`config.mk`:
```
export PLATFORM = sky130hd
export DESIGN_NAME = ring_result_collector_flat
export DESIGN_NICKNAME = d
export VERILOG_FILES = /design/src/rtl/ring_pkg.sv /design/src/rtl/ring_result_collector_if.sv /design/src/rtl/ring_result_fifo.sv /design/src/rtl/ring_result_collector.sv /design/src/flat_wrapper.sv
export SDC_FILE = /design/constraint.sdc
export NUM_CORES = 1
export LEC_CHECK = 0
export CORE_MARGIN = 8
export CORE_UTILIZATION = 35
export DETAILED_ROUTE_END_ITERATION = 6
export DONT_BUFFER_PORTS = 1
export PLACE_DENSITY = 0.6
export SKIP_LAST_GASP = 1
export SYNTH_ARGS = -nofsm -noshare
export SYNTH_HDL_FRONTEND = slang
export SYNTH_HIERARCHICAL = 1
export SYNTH_SLANG_ARGS = --single-unit
```
`constraint.sdc`:
```
create_clock -name clk -period 4.2 [get_ports clk]
set_input_delay 0.63 -clock clk [delete_from_list [all_inputs] [get_ports clk]]
set_output_delay 0.63 -clock clk [all_outputs]
set_load 0.02 [all_outputs]
```
`src/rtl/ring_pkg.sv`:
```
// ring_pkg: shared constants, width helper and result record for the ring collector
package ring_pkg;
  function automatic int bits_for(input int n);
    return n > 1 ? $clog2(n) : 1;
  endfunction
  localparam int RING_WIDTH = 16;
  localparam int RING_PERIOD = 4;
  localparam int RING_ROWS = 4;
  localparam int ROW_W = bits_for(RING_ROWS);
  typedef struct packed {
    logic [RING_WIDTH-1:0] data;
    logic [ROW_W-1:0] row;
    logic last;
  } result_t;
endpackage

```
`src/rtl/ring_result_collector_if.sv`:
```
// ring_result_collector_if: valid/ready result stream towards the next consumer
interface ring_result_collector_if;
  import ring_pkg::*;
  logic valid;
  logic ready;
  logic [RING_WIDTH-1:0] data;
  logic [ROW_W-1:0] row;
  logic last;
  modport master(output valid, data, row, last, input ready);
  modport slave(input valid, data, row, last, output ready);
endinterface

```
`src/rtl/ring_result_fifo.sv`:
```
// ring_result_fifo: synchronous FIFO of result_t, head entry presented combinationally
module ring_result_fifo
  import ring_pkg::*;
#(
  parameter int DEPTH = 4
) (
  input  logic clk,
  input  logic reset,
  input  logic push,
  input  logic pop,
  input  result_t din,
  output result_t dout,
  output logic full,
  output logic empty,
  output logic [$clog2(DEPTH):0] count
);
  localparam int AW = $clog2(DEPTH);
  result_t mem [DEPTH];
  logic [AW-1:0] wr, rd;
  logic do_push, do_pop;
  assign empty = count == '0;
  assign full = count == (AW+1)'(DEPTH);
  assign do_pop = pop && !empty;
  // a pop frees the slot a simultaneous push needs when full
  assign do_push = push && (!full || do_pop);
  assign dout = empty ? '0 : mem[rd];
  always_ff @(posedge clk) begin
    if (do_push) mem[wr] <= din;
  end
  always_ff @(posedge clk) begin
    if (reset) begin
      wr <= '0;
      rd <= '0;
      count <= '0;
    end else begin
      wr <= wr + AW'(do_push);
      rd <= rd + AW'(do_pop);
      count <= count + (AW+1)'(do_push) - (AW+1)'(do_pop);
    end
  end
endmodule

```
`src/rtl/ring_result_collector.sv`:
```
// ring_result_collector: samples PE results on period boundaries and buffers them with row tags
module ring_result_collector
  import ring_pkg::*;
#(
  parameter int WIDTH = RING_WIDTH,
  parameter int PERIOD = RING_PERIOD,
  parameter int ROWS = RING_ROWS,
  parameter int DEPTH = 4
) (
  input  logic clk,
  input  logic reset,
  input  logic [WIDTH-1:0] y,
  ring_result_collector_if.master out,
  output logic overflow,
  output logic [$clog2(DEPTH):0] count
);
  localparam int PW = bits_for(PERIOD);
  logic [PW-1:0] phase;
  logic primed, cap, pop, full, empty;
  logic [ROW_W-1:0] row;
  result_t entry, head;
  assign cap = primed && phase == '0;
  assign pop = out.valid && out.ready;
  assign entry = '{data: RING_WIDTH'(y), row: row, last: row == ROW_W'(ROWS - 1)};
  assign out.valid = !empty;
  assign out.data = head.data;
  assign out.row = head.row;
  assign out.last = head.last;
  ring_result_fifo #(.DEPTH(DEPTH)) u_fifo (
    .clk(clk),
    .reset(reset),
    .push(cap),
    .pop(pop),
    .din(entry),
    .dout(head),
    .full(full),
    .empty(empty),
    .count(count)
  );
  // phase mirrors the PE counter; primed gates off the partial first period
  always_ff @(posedge clk) begin
    if (reset) begin
      phase <= '0;
      primed <= 1'b0;
      row <= '0;
      overflow <= 1'b0;
    end else begin
      phase <= phase + 1'b1;
      if (phase == PW'(PERIOD - 1)) primed <= 1'b1;
      if (cap) row <= row == ROW_W'(ROWS - 1) ? '0 : row + 1'b1;
      if (cap && full && !pop) overflow <= 1'b1;
    end
  end
endmodule

```
`src/flat_wrapper.sv`:
```
// flat-port wrapper written by rule: the top's interface ports become plain ports
module ring_result_collector_flat import ring_pkg::*;
#(
  parameter int WIDTH = RING_WIDTH,
  parameter int PERIOD = RING_PERIOD,
  parameter int ROWS = RING_ROWS,
  parameter int DEPTH = 4
)
  (clk, reset, y, overflow, count, out_valid, out_data, out_row, out_last, out_ready);
  ring_result_collector_if out_i ();
  input  logic clk;
  input  logic reset;
  input  logic [WIDTH-1:0] y;
  output logic overflow;
  output logic [$clog2(DEPTH):0] count;
  output wire logic [$bits(out_i.valid)-1:0] out_valid;
  output wire logic [$bits(out_i.data)-1:0] out_data;
  output wire logic [$bits(out_i.row)-1:0] out_row;
  output wire logic [$bits(out_i.last)-1:0] out_last;
  input wire logic [$bits(out_i.ready)-1:0] out_ready;
  assign out_valid = out_i.valid;
  assign out_data = out_i.data;
  assign out_row = out_i.row;
  assign out_last = out_i.last;
  assign out_i.ready = out_ready;
  ring_result_collector #(.WIDTH(WIDTH), .PERIOD(PERIOD), .ROWS(ROWS), .DEPTH(DEPTH)) u_core (.clk(clk), .reset(reset), .y(y), .out(out_i), .overflow(overflow), .count(count));
endmodule
```
==> impl_metrics.toml <==
[floorplanning]
die_h_um = 118.0
num_rows = 37
die_area_um2 = 13920
start_util_pct = 35.59
coreArea_um2 = 10230
pin_count = 43
die_w_um = 118.0

[run]
drv_cap = 0

[cts]
h-tree-depth = 3
cts_buffers = 9
cts_root_buffer = "clkbuf_8"
clk_latency_ns = 0.34
ctsLongestPathBuffers = 2
hold_buffers = 0
cts_setup_buffers = 0
cts_tree = "done"
ctsResizeCount = 0
clock_sinks = 89
clkTransAtPathRegs_ns = 0.09

[synth]
ys_ff_latch = 89
avgSynthCellArea_um2 = 19.79
synth_area_leaders = "edfxtp_1 (63%), dfxtp_1 (7.1%), mux4_1 (6.5%)"
synthFlopType = "edfxtp_1"
synth_top_area_share_pct = 62.68
netlist_top_cells_count = "edfxtp_1 (76), nor2b_1 (16), dfxtp_1 (13)"
syn-cell-area_um2 = 3641
synth-edff-count = 76
syn-num-nets = 210
ys_types = 31
seq_area_frac_synth_pct = 69.83
synth_most_common_cell = "edfxtp_1"
syn_inst = 184
synthArstFlopShare_pct = 0
yosysWarnings = 6
yosysTopAreaCell = "edfxtp_1"

[worst_setup_path]
reg2reg_to = "u_core/u_fifo/count[2]$_SDFF_PP0_"
path_max_fanout = 16
end_kind = "output pin"
critPathKind = "flop to output pin"
reg2reg_slack_ns = 1.60
start_kind = "flop"
crit_path_end = "out_data[14]"
r2r_start = "u_core/u_fifo/count[1]$_SDFF_PP0_"
arrival_ns = 2.28
ff2ff_path_depth = 9
crit_start = "u_core/u_fifo/rd[0]$_SDFF_PP0_"
cp.required_ns = 3.57

[sta]
tightest_slew_ns = 1.009
hold_violations = 0
final_max_slew_viol_count = 0
layout_setup_ws_ns = 1.285
rsz0062_at_grt = "no"
fin_setup_tns_ns = 0
setup_viol = 0
period_needed_ns = 2.915
max_freq_ghz = 0.3431
fin_worst_skew_ns = 0.007974
max_slew_margin_pct = 32.71
fin_crit_sh_pct = 69.40

[layout]
fin_cells = 335
stdcell_area_um2 = 4019
antennaDiodeCount = 0
seq_area_um2 = 2542
num-nets-final = 220
drive_above_1_share_pct = 23.62
multi_input_area_um2 = 1041
syn_to_final_growth_pct = 10.38
fillCellCount = 910

[detailed_routing]
route.detailed.drc = 0
firstDrtPassIters = 4
vias_per_cell = 4.627
via_count = 1550
wl_per_cell_um = 17.58
routed_wl_um = 5889
ant_nets = 0
initialDrtViolationCount = 80

[min_path]
hold_path_startpoint = "reset"
hold_class = "input pin to flop"

[power_and_ir_drop]
p_total_w = 0.001602
ir_drop_v = 0.0001744
power_density_nw_per_um2 = 398.6
p_leak_nw = 1.291

[global_routing]
grt_pass1_vias = 1622
grt_pass1_wl_um = 9377
antenna_found_initial = 0
grt_usage_pct = 8.909
grt_max_degree = 24
grt-ovfl-total = 0

[placement]
placed_cell_area_um2 = 3817
place_inst = 319
dp_slack_ns = 1.555
portBuffers = 0
hpwl_um = 3848
place.gp.congestion = 0.6551

[run_status]
status = "completed"
[power by group]
group / total [W] / internal (W) / switching (W)
registers: 0.000972 / 0.000965 / 0.00000719
logic: 0.0000529 / 0.0000197 / 0.0000332
clock network: 0.000577 / 0.000280 / 0.000297
total: 0.00160 / 0.00126 / 0.000337
[placed cells by master (no fill, tap or decap), types with 2 or more instances in the layout]
cell type   netlist  final
edfxtp_1         76     76
nor2b_1          16     16
dfxtp_1          13     13
mux4_2           10     10
nor2b_4          10     10
clkbuf_8          0      9
mux4_1            9      9
nor2_1            7      7
inv_1             6      6
ha_1              6      6
buf_4             1      5
xnor2_1           4      4
a21bo_1           3      3
clkinvlp_4        0      2
a21oi_1           2      2
nor3b_2           0      2
[sequential cells by signal, indices dropped and copies added, names as in the netlist]
register,flops
u_core/u_fifo/mem,76
u_core/u_fifo/count,3
u_core/phase,2
u_core/row,2
u_core/u_fifo/rd,2
u_core/u_fifo/wr,2
u_core/overflow,1
u_core/primed,1
[worst max-delay path, cell delays in order, from the launching register on]
cell and delay [ns]:
dfxtp_1 0.95, buf_4 0.31, mux4_2 0.52, nor2b_4 0.16
[cell families (layout without fill, tap and decap cells)]
family / Yosys count / in the layout / synth area share [%]
adder cells (fa/ha/maj): 7 / 7 / 2.612
flip-flops: 89 / 89 / 69.83
buffers and inverters: 13 / 28 / 2.165
XOR/XNOR: 4 / 4 / 0.9621
multiplexers: 19 / 19 / 12.68
AND/OR/NAND/NOR: 44 / 44 / 9.519
AO/OA/AOI/OAI: 8 / 8 / 2.234
[layout make-up]
cell class,count,share of cell area [%]
Sequential cell,89,63.26
Tap cell,136,4.234
Clock inverter,7,1.930
Multi-Input combinational cell,82,25.90
Timing Repair Buffer,5,0.9340
Clock buffer,9,3.082
Inverter,7,0.6538
[how the worst min path moves through the flow]
stage	cells after the start	slack, ns	endpoint
6_report	1	0.34	u_core/phase[0]$_SDFF_PP0_
4_1_cts	1	0.33	u_core/phase[0]$_SDFF_PP0_
3_5_place_dp	1	0.43	u_core/phase[0]$_SDFF_PP0_
3_3_place_gp	1	0.42	u_core/phase[0]$_SDFF_PP0_
5_1_grt	1	0.31	u_core/phase[0]$_SDFF_PP0_
2_1_floorplan	1	0.42	u_core/phase[0]$_SDFF_PP0_
[through the flow]
stage | util, % | hold WS, ns
final | 39.28 | 0.3433
after global routing | 39.28 | 0.3109
after CTS | 39.28 | 0.3293
after detailed placement | 37.31 | 0.4333
after global placement | 37.31 | 0.4244
after floorplan | - | 0.4154
[layer usage]
layer	GRT usage (%)	share of wire (%)	up-vias
li1	-	-	741
met1	10.07	42	769
met2	14.61	51	36
met3	4.317	6.3	4
met4	2.642	0.97	0
met5	0	0	-
No activity file was read; power rests on OpenSTA's default activity.
